`config.mk`:
```
export PLATFORM = sky130hd
export DESIGN_NAME = pwl_softmax_norm
export DESIGN_NICKNAME = d
export VERILOG_FILES = /design/src/rtl/pwl_softmax_pkg.sv /design/src/rtl/pwl_recip_div.sv /design/src/rtl/pwl_softmax_norm.sv
export SDC_FILE = /design/constraint.sdc
export NUM_CORES = 1
export LEC_CHECK = 0
export CAP_MARGIN = 5
export CORE_UTILIZATION = 40
export CTS_BUF_LIST = sky130_fd_sc_hd__clkbuf_4 sky130_fd_sc_hd__clkbuf_8
export DETAILED_ROUTE_END_ITERATION = 16
export PLACE_DENSITY = 0.54
export SETUP_SLACK_MARGIN = 0.4
export SYNTH_ARGS = -nofsm -noshare
export SYNTH_HDL_FRONTEND = slang
export SYNTH_SLANG_ARGS = --single-unit
```
`constraint.sdc`:
```
create_clock -name clk -period 13.94 [get_ports clk]
set_input_delay 2.788 -clock clk [delete_from_list [all_inputs] [get_ports clk]]
set_output_delay 2.788 -clock clk [all_outputs]
set_load 0.02 [all_outputs]
```
`src/rtl/pwl_softmax_pkg.sv`:
```
// -----------------------------------------------------------------------------
// pwl_softmax_pkg
// Shared definitions for the piecewise-linear softmax normaliser:
//   state_t     - normaliser FSM state encoding
//   DIV_CYCLES  - quotient bits produced by the reciprocal divider (one per cycle)
//   RECIP_NUM   - numerator of the reciprocal, R = floor(RECIP_NUM / S)
//   DIVISOR_W   - divisor width accepted by the divider (covers N_ELEM up to 16)
//   pwl_scale() - x * R >> 8, the per-element normalisation
// -----------------------------------------------------------------------------
package pwl_softmax_pkg;

    typedef enum logic [1:0] {
        IDLE  = 2'd0,
        ACCUM = 2'd1,
        DIV   = 2'd2,
        EMIT  = 2'd3
    } state_t;

    localparam int          DIV_CYCLES = 16;
    localparam logic [15:0] RECIP_NUM  = 16'd65535;
    localparam int          DIVISOR_W  = 12;

    // x <= S and R <= 65535/S, so x*R <= 65535 and bits [15:8] never overflow.
    function automatic logic [7:0] pwl_scale(input logic [7:0] x, input logic [15:0] r);
        return 8'(({16'd0, x} * {8'd0, r}) >> 8);
    endfunction

endpackage

```
`src/rtl/pwl_recip_div.sv`:
```
// -----------------------------------------------------------------------------
// pwl_recip_div
// Restoring divider computing quotient = floor(RECIP_NUM / divisor), one
// quotient bit per clock, DIV_CYCLES cycles after start. A zero divisor yields 0.
// Ports:
//   clk, rst  - clock, asynchronous active-high reset (aborts a division)
//   start     - one-cycle pulse; samples divisor and (re)starts the division
//   divisor   - 12-bit unsigned divisor
//   quotient  - 16-bit result, valid when done pulses and held afterwards
//   done      - one-cycle pulse, DIV_CYCLES+1 cycles after the start edge
// -----------------------------------------------------------------------------
module pwl_recip_div
    import pwl_softmax_pkg::*;
(
    input  logic                 clk,
    input  logic                 rst,
    input  logic                 start,
    input  logic [DIVISOR_W-1:0] divisor,
    output logic [15:0]          quotient,
    output logic                 done
);

    localparam int CW = $clog2(DIV_CYCLES + 1);

    logic [CW-1:0]        cnt_q, cnt_d;
    logic                 busy_q, busy_d;
    logic                 done_q, done_d;
    logic                 zero_q, zero_d;
    logic [DIVISOR_W-1:0] dvs_q, dvs_d;
    logic [DIVISOR_W-1:0] rem_q, rem_d;
    logic [15:0]          quo_q, quo_d;
    logic [DIVISOR_W:0]   rem_shift;
    logic [DIVISOR_W-1:0] rem_diff;
    logic                 q_bit;

    always_comb begin
        // quo_q doubles as the dividend shift register: its MSB feeds the
        // remainder while the new quotient bit enters at the LSB.
        rem_shift = {rem_q, quo_q[15]};
        q_bit     = (rem_shift >= {1'b0, dvs_q});
        // Remainder stays below the divisor, so modulo-2^12 subtraction is exact.
        rem_diff  = rem_shift[DIVISOR_W-1:0] - dvs_q;

        cnt_d  = cnt_q;
        busy_d = busy_q;
        done_d = 1'b0;
        zero_d = zero_q;
        dvs_d  = dvs_q;
        rem_d  = rem_q;
        quo_d  = quo_q;

        if (start) begin
            busy_d = 1'b1;
            cnt_d  = CW'(DIV_CYCLES);
            dvs_d  = divisor;
            zero_d = (divisor == '0);
            rem_d  = '0;
            quo_d  = RECIP_NUM;
        end else if (busy_q) begin
            rem_d = q_bit ? rem_diff : rem_shift[DIVISOR_W-1:0];
            quo_d = {quo_q[14:0], q_bit};
            cnt_d = cnt_q - CW'(1);
            if (cnt_q == CW'(1)) begin
                busy_d = 1'b0;
                done_d = 1'b1;
            end
        end
    end

    always_ff @(posedge clk or posedge rst) begin
        if (rst) begin
            cnt_q  <= '0;
            busy_q <= 1'b0;
            done_q <= 1'b0;
            zero_q <= 1'b0;
            dvs_q  <= '0;
            rem_q  <= '0;
            quo_q  <= '0;
        end else begin
            cnt_q  <= cnt_d;
            busy_q <= busy_d;
            done_q <= done_d;
            zero_q <= zero_d;
            dvs_q  <= dvs_d;
            rem_q  <= rem_d;
            quo_q  <= quo_d;
        end
    end

    // A zero divisor would otherwise produce all ones.
    assign quotient = zero_q ? 16'd0 : quo_q;
    assign done     = done_q;

endmodule

```
`src/rtl/pwl_softmax_norm.sv`:
```
// -----------------------------------------------------------------------------
// pwl_softmax_norm
// Collects N_ELEM pseudo-exponent elements, computes R = floor(65535 / sum)
// and streams each element back scaled as (x * R) >> 8 (255 ~ probability 1.0).
// Ports:
//   clk, rst             - clock, asynchronous active-high reset
//   in_valid/in_ready    - element input handshake, in_data 8-bit unsigned
//   out_valid/out_ready  - normalised output handshake, out_data 8-bit
//   out_last             - only with PWL_SOFTMAX_LAST_EN: marks the final
//                          element of a frame, qualified by out_valid
// Build option: define PWL_SOFTMAX_LAST_EN to add the out_last port.
//
// state | meaning
// ------+---------------------------------------------------------------
// IDLE  | no frame in progress, waiting for the first element
// ACCUM | collecting elements into the buffer and running sum
// DIV   | reciprocal divider running on the frame sum
// EMIT  | streaming scaled elements in arrival order
// -----------------------------------------------------------------------------
module pwl_softmax_norm
    import pwl_softmax_pkg::*;
#(
    parameter int N_ELEM = 4,
    parameter int DW     = 8
) (
    input  logic          clk,
    input  logic          rst,
    input  logic          in_valid,
    output logic          in_ready,
    input  logic [DW-1:0] in_data,
    output logic          out_valid,
    input  logic          out_ready,
`ifdef PWL_SOFTMAX_LAST_EN
    output logic          out_last,
`endif
    output logic [DW-1:0] out_data
);

    localparam int          SW   = DW + $clog2(N_ELEM);
    localparam int          IW   = $clog2(N_ELEM);
    localparam logic [IW-1:0] LAST = IW'(N_ELEM - 1);

    state_t          state_q, state_d;
    logic [SW-1:0]   sum_q, sum_d;
    logic [IW-1:0]   idx_q, idx_d, idx_nxt;
    logic [15:0]     r_q, r_d;
    logic            in_ready_q, in_ready_d;
    logic            out_valid_q, out_valid_d;
    logic [DW-1:0]   out_data_q, out_data_d;
    logic [DW-1:0]   buf_q [N_ELEM];

    logic            accept;
    logic            div_start;
    logic            div_done;
    logic [15:0]     div_quo;
    logic [DIVISOR_W-1:0] div_divisor;

    assign accept  = in_valid && in_ready_q;
    assign idx_nxt = idx_q + IW'(1);

    always_comb begin
        state_d     = state_q;
        sum_d       = sum_q;
        idx_d       = idx_q;
        r_d         = r_q;
        out_valid_d = out_valid_q;
        out_data_d  = out_data_q;
        div_start   = 1'b0;

        case (state_q)
            IDLE, ACCUM: begin
                if (accept) begin
                    sum_d = sum_q + SW'(in_data);
                    if (idx_q == LAST) begin
                        state_d   = DIV;
                        idx_d     = '0;
                        div_start = 1'b1;
                    end else begin
                        state_d = ACCUM;
                        idx_d   = idx_nxt;
                    end
                end
            end
            DIV: begin
                if (div_done) begin
                    r_d         = div_quo;
                    state_d     = EMIT;
                    out_valid_d = 1'b1;
                    out_data_d  = pwl_scale(buf_q[0], div_quo);
                end
            end
            EMIT: begin
                if (out_valid_q && out_ready) begin
                    if (idx_q == LAST) begin
                        state_d     = IDLE;
                        idx_d       = '0;
                        sum_d       = '0;
                        out_valid_d = 1'b0;
                    end else begin
                        idx_d      = idx_nxt;
                        out_data_d = pwl_scale(buf_q[idx_nxt], r_q);
                    end
                end
            end
            default: state_d = IDLE;
        endcase

        in_ready_d = (state_d == IDLE) || (state_d == ACCUM);
    end

    always_ff @(posedge clk or posedge rst) begin
        if (rst) begin
            state_q     <= IDLE;
            sum_q       <= '0;
            idx_q       <= '0;
            r_q         <= '0;
            in_ready_q  <= 1'b1;
            out_valid_q <= 1'b0;
            out_data_q  <= '0;
        end else begin
            state_q     <= state_d;
            sum_q       <= sum_d;
            idx_q       <= idx_d;
            r_q         <= r_d;
            in_ready_q  <= in_ready_d;
            out_valid_q <= out_valid_d;
            out_data_q  <= out_data_d;
        end
    end

    // Buffer contents are don't-care after reset, so no reset branch.
    always_ff @(posedge clk) begin
        if (accept) begin
            buf_q[idx_q] <= in_data;
        end
    end

    // The divider samples the sum including the element accepted this cycle.
    assign div_divisor = DIVISOR_W'(sum_d);

    pwl_recip_div u_div (
        .clk      (clk),
        .rst      (rst),
        .start    (div_start),
        .divisor  (div_divisor),
        .quotient (div_quo),
        .done     (div_done)
    );

`ifdef PWL_SOFTMAX_LAST_EN
    logic last_q, last_d;

    always_comb begin
        last_d = last_q;
        if (state_q == DIV && div_done) begin
            last_d = 1'b0;
        end else if (state_q == EMIT && out_valid_q && out_ready) begin
            last_d = (idx_q != LAST) && (idx_nxt == LAST);
        end
    end

    always_ff @(posedge clk or posedge rst) begin
        if (rst) begin
            last_q <= 1'b0;
        end else begin
            last_q <= last_d;
        end
    end

    assign out_last = last_q;
`endif

    assign in_ready  = in_ready_q;
    assign out_valid = out_valid_q;
    assign out_data  = out_data_q;

endmodule

```
==> impl_metrics.py <==
metrics = {
    "clock_tree": {
        "cts_resized": 0,
        "cts_num_sinks": 118,
        "clk_pin_slew_ps": 80,
        "cts_made_buffers": 17,
        "cts_setup_buffers": 0,
        "clock_latency_ps": 450,
        "tritoncts": "done",
        "max-clock-path-buffers": 2,
        "root_buffer": "clkbuf_8",
        "htreeDepth": 4,
        "postCtsHoldBufs": 0,
    },
    "grt": {
        "grt_pass1_wl_microns": 42660,
        "grt_max_degree": 49,
        "antenna_found_initial": 0,
        "grt_overflow": 0,
        "grtUsageTotal": 0.1941,
        "grt_pass1_vias": 7968,
    },
    "die": {
        "die_h_microns": 168.5,
        "die_x_microns": 168.5,
        "io_pins": 22,
        "coreArea_sq_mm": 0.02710,
        "die_area_sq_mm": 0.02839,
        "rows": 60,
        "initial_core_util": 0.4091,
    },
    "drt": {
        "vias": 7353,
        "wl_per_cell_microns": 16.76,
        "wl_microns": 25130,
        "viasPerCell": 4.902,
        "dr.first_iter.drc_count": 329,
        "drc": 0,
        "drtPass1Iterations": 4,
        "ant_nets": 0,
    },
    "place": {
        "io_buffers": 21,
        "hpwl_microns": 19030,
        "dpl.cell_count": 1468,
        "gp_congestion": 0.7776,
    },
    "layout": {
        "areaGrowthSynthToFinish_pct": 8.045,
        "drive_gt1_frac": 0.08511,
        "stdcell_count": 1500,
        "nNetsFinal": 1313,
        "diodes": 0,
    },
    "critical_path": {
        "critical_path_class": "reg -> reg",
        "crit_family": "adder cells",
        "rr_worst_depth": 20,
        "crit_top_cell": "fa_1",
        "path_buf_inv": 2,
        "r2r_slack_ps": 7290,
        "critPathMaxFanout": 14,
        "critPathLaunchType": "flip-flop",
        "cp.arrival_ps": 7000,
        "endpoint_kind": "flip-flop",
        "crit_chain": "inv_4 > ha_1 > mux2_1 > a21oi_2 > nand2b_1 > fa_1 > fa_1 > inv_1 > fa_1 > fa_1 > ha_1 > a21oi_1 > o21ai_0 > a22oi_1 > a31oi_2 > nand4_1 > nand4b_4 > xnor2_1 > or3_1 > o211ai_2",
        "crit_path_top_delay_cell": "ha_1",
        "crit_path_start": "idx_q[0]",
        "reg2reg_to": "out_data[7]",
        "timing.rr.start": "idx_q[0]",
        "required_ps": 14300,
        "crit_path_max_incr_delay_ps": 730,
    },
    "run_status": {
        "status": "completed",
    },
    "synth": {
        "synthesis.area_sq_mm": 0.01109,
        "syn_nets": 1306,
        "synth-xor-area-share": 0.04920,
        "synth_cells": 1108,
        "synth_flop_cell": "dfrtp_1",
        "synth_edf_count": 32,
        "synthArstFlopShare": 0.7288,
        "ys_seq_area_frac": 0.2809,
        "synth_simple_gate_area_share": 0.1726,
        "postSynthAreaPerCell_sq_um": 10.01,
        "synth_top_family_by_area": "adder cells",
        "ys_ff_latch": 118,
        "synth_cell_types": 75,
        "synth_mux_area_frac": 0.05586,
        "synth_compound_area_frac": 0.07515,
        "synthAdderAreaFrac": 0.2911,
        "yosysWarnings": 0,
    },
    "worst_hold_path": {
        "min_to": "out_data[0]",
        "holdCritStartpoint": "out_data[0]",
        "hold_path_depth": 2,
        "hold_path_class": "reg -> reg",
    },
    "sta": {
        "rsz0062_at_grt": "no",
        "hold_viol_final": 0,
        "slew_viol_final": 0,
        "max_slew.worst_pin.slew_ps": 1055,
        "timing.setup.tns_ps": 0,
        "min_period_ps": 6646,
        "fmax_mhz": 150.5,
        "fin_crit_sh": 0.4768,
        "setup_viol": 0,
        "slew_headroom": 0.2950,
        "fin_worst_skew_ps": 13.55,
    },
    "run": {
        "max-cap-violations": 0,
    },
}
==> placed cells by master, fill, tap and decap left out, types with 4 or more instances in the layout <==
master           instances
o21ai_1                  8
clkbuf_8                17
o21bai_1                 4
nor2b_1                 56
inv_6                    4
a21o_1                   8
o21ai_0                 36
clkdlybuf4s50_1         21
dfrtp_1                 85
and3_1                  11
nor2_1                  31
and2_2                   8
nand2b_1                11
xor2_1                  15
nand2_1                101
fa_1                   120
and2_1                  95
edfxtp_1                32
nor3_1                   8
ha_1                    66
buf_4                    6
xnor2_1                 36
mux2i_1                 30
inv_1                  165
a21oi_1                 43
mux2_2                  20
nand3_1                  5
a22oi_1                  4
==> state kept, by name, summed over array words and instances, names as in the netlist <==
name          cells
buf_q            32
r_q              16
u_div.quo_q      16
u_div.rem_q      12
sum_q            10
u_div.dvs_q      10
out_data          8
u_div.cnt_q       5
idx_q             2
state_q           2
in_ready          1
out_valid         1
u_div.busy_q      1
u_div.done        1
u_div.zero_q      1
==> cell usage after synthesis, types with 4 or more instances <==
cell type,instances,area share
nor2_1,31,0.010
nand2b_1,11,0.0062
a22oi_1,4,0.0027
nor2b_1,56,0.032
a21o_1,8,0.0054
and3_1,11,0.0062
o21ai_1,8,0.0036
xor2_1,15,0.012
fa_1,120,0.22
ha_1,66,0.074
clkbuf_1,27,0.0091
a21oi_1,43,0.019
o21ai_0,36,0.016
and2_2,8,0.0054
inv_1,166,0.056
nand2_1,101,0.034
edfxtp_1,32,0.087
and2_1,95,0.054
xnor2_1,36,0.028
nor3_1,8,0.0036
a211oi_1,4,0.0027
dfrtp_1,85,0.19
o21bai_1,4,0.0027
nand3_1,5,0.0023
mux2i_1,30,0.027
buf_6,4,0.0041
mux2_2,20,0.020
==> tightest hold or removal path, stage by stage (launching register included) <==
cell and delay (ps):
dfrtp_1 350, nand2_1 40, o21ai_0 60
==> routing by layer <==
layer | global-route usage | routed length [microns] | vias to the layer above
li1 | - | - | 3554
met1 | 0.2596 | 12160 | 3702
met2 | 0.3334 | 12180 | 77
met3 | 0.02549 | 556 | 20
met4 | 0.04822 | 238 | 0
met5 | 0 | 0 | -
==> logic make-up (layout without fill, tap and decap cells) <==
family | Yosys count | count (layout)
muxes | 55 | 55
adders and majority gates | 186 | 186
and+or+nand+nor | 351 | 351
buffers and inverters | 206 | 226
AOI/OAI and AO/OA | 136 | 136
DFF | 118 | 118
xor gates and xnor gates | 56 | 56
==> layout make-up <==
cell class | count | area (sq um)
inverters | 167 | 630.6
clock buffers | 19 | 249.0
clock inverters | 13 | 120.1
fillers | 2667 | 15120
well taps | 372 | 465.4
repair buffers | 27 | 255.2
multi-input cells | 784 | 7146
flip-flops and latches | 118 | 3114
==> through the flow <==
step	utilization	setup WS, ps	cell area (sq um)	hold slack, ps
2_1_floorplan	-	8233	11090	447.8
6_report	0.4421	7294	11980	483.0
3_3_place_gp	0.4284	7443	11610	467.1
5_1_grt	0.4421	6765	11980	521.4
3_5_place_dp	0.4284	7255	11610	469.5
4_1_cts	0.4421	7244	11980	488.6
==> how the worst max path moves through the flow <==
stage | cells after the start | slack, ps | end
2_1_floorplan | 23 | 8230 | out_data[7]
4_1_cts | 20 | 7240 | out_data[7]
6_report | 20 | 7290 | out_data[7]
3_3_place_gp | 20 | 7440 | out_data[7]
3_5_place_dp | 20 | 7260 | out_data[7]
5_1_grt | 20 | 6770 | out_data[7]
Power is left out: the tool's default activity adds up to more than one toggle a clock period on the data nets, which glitch-free logic cannot reach.
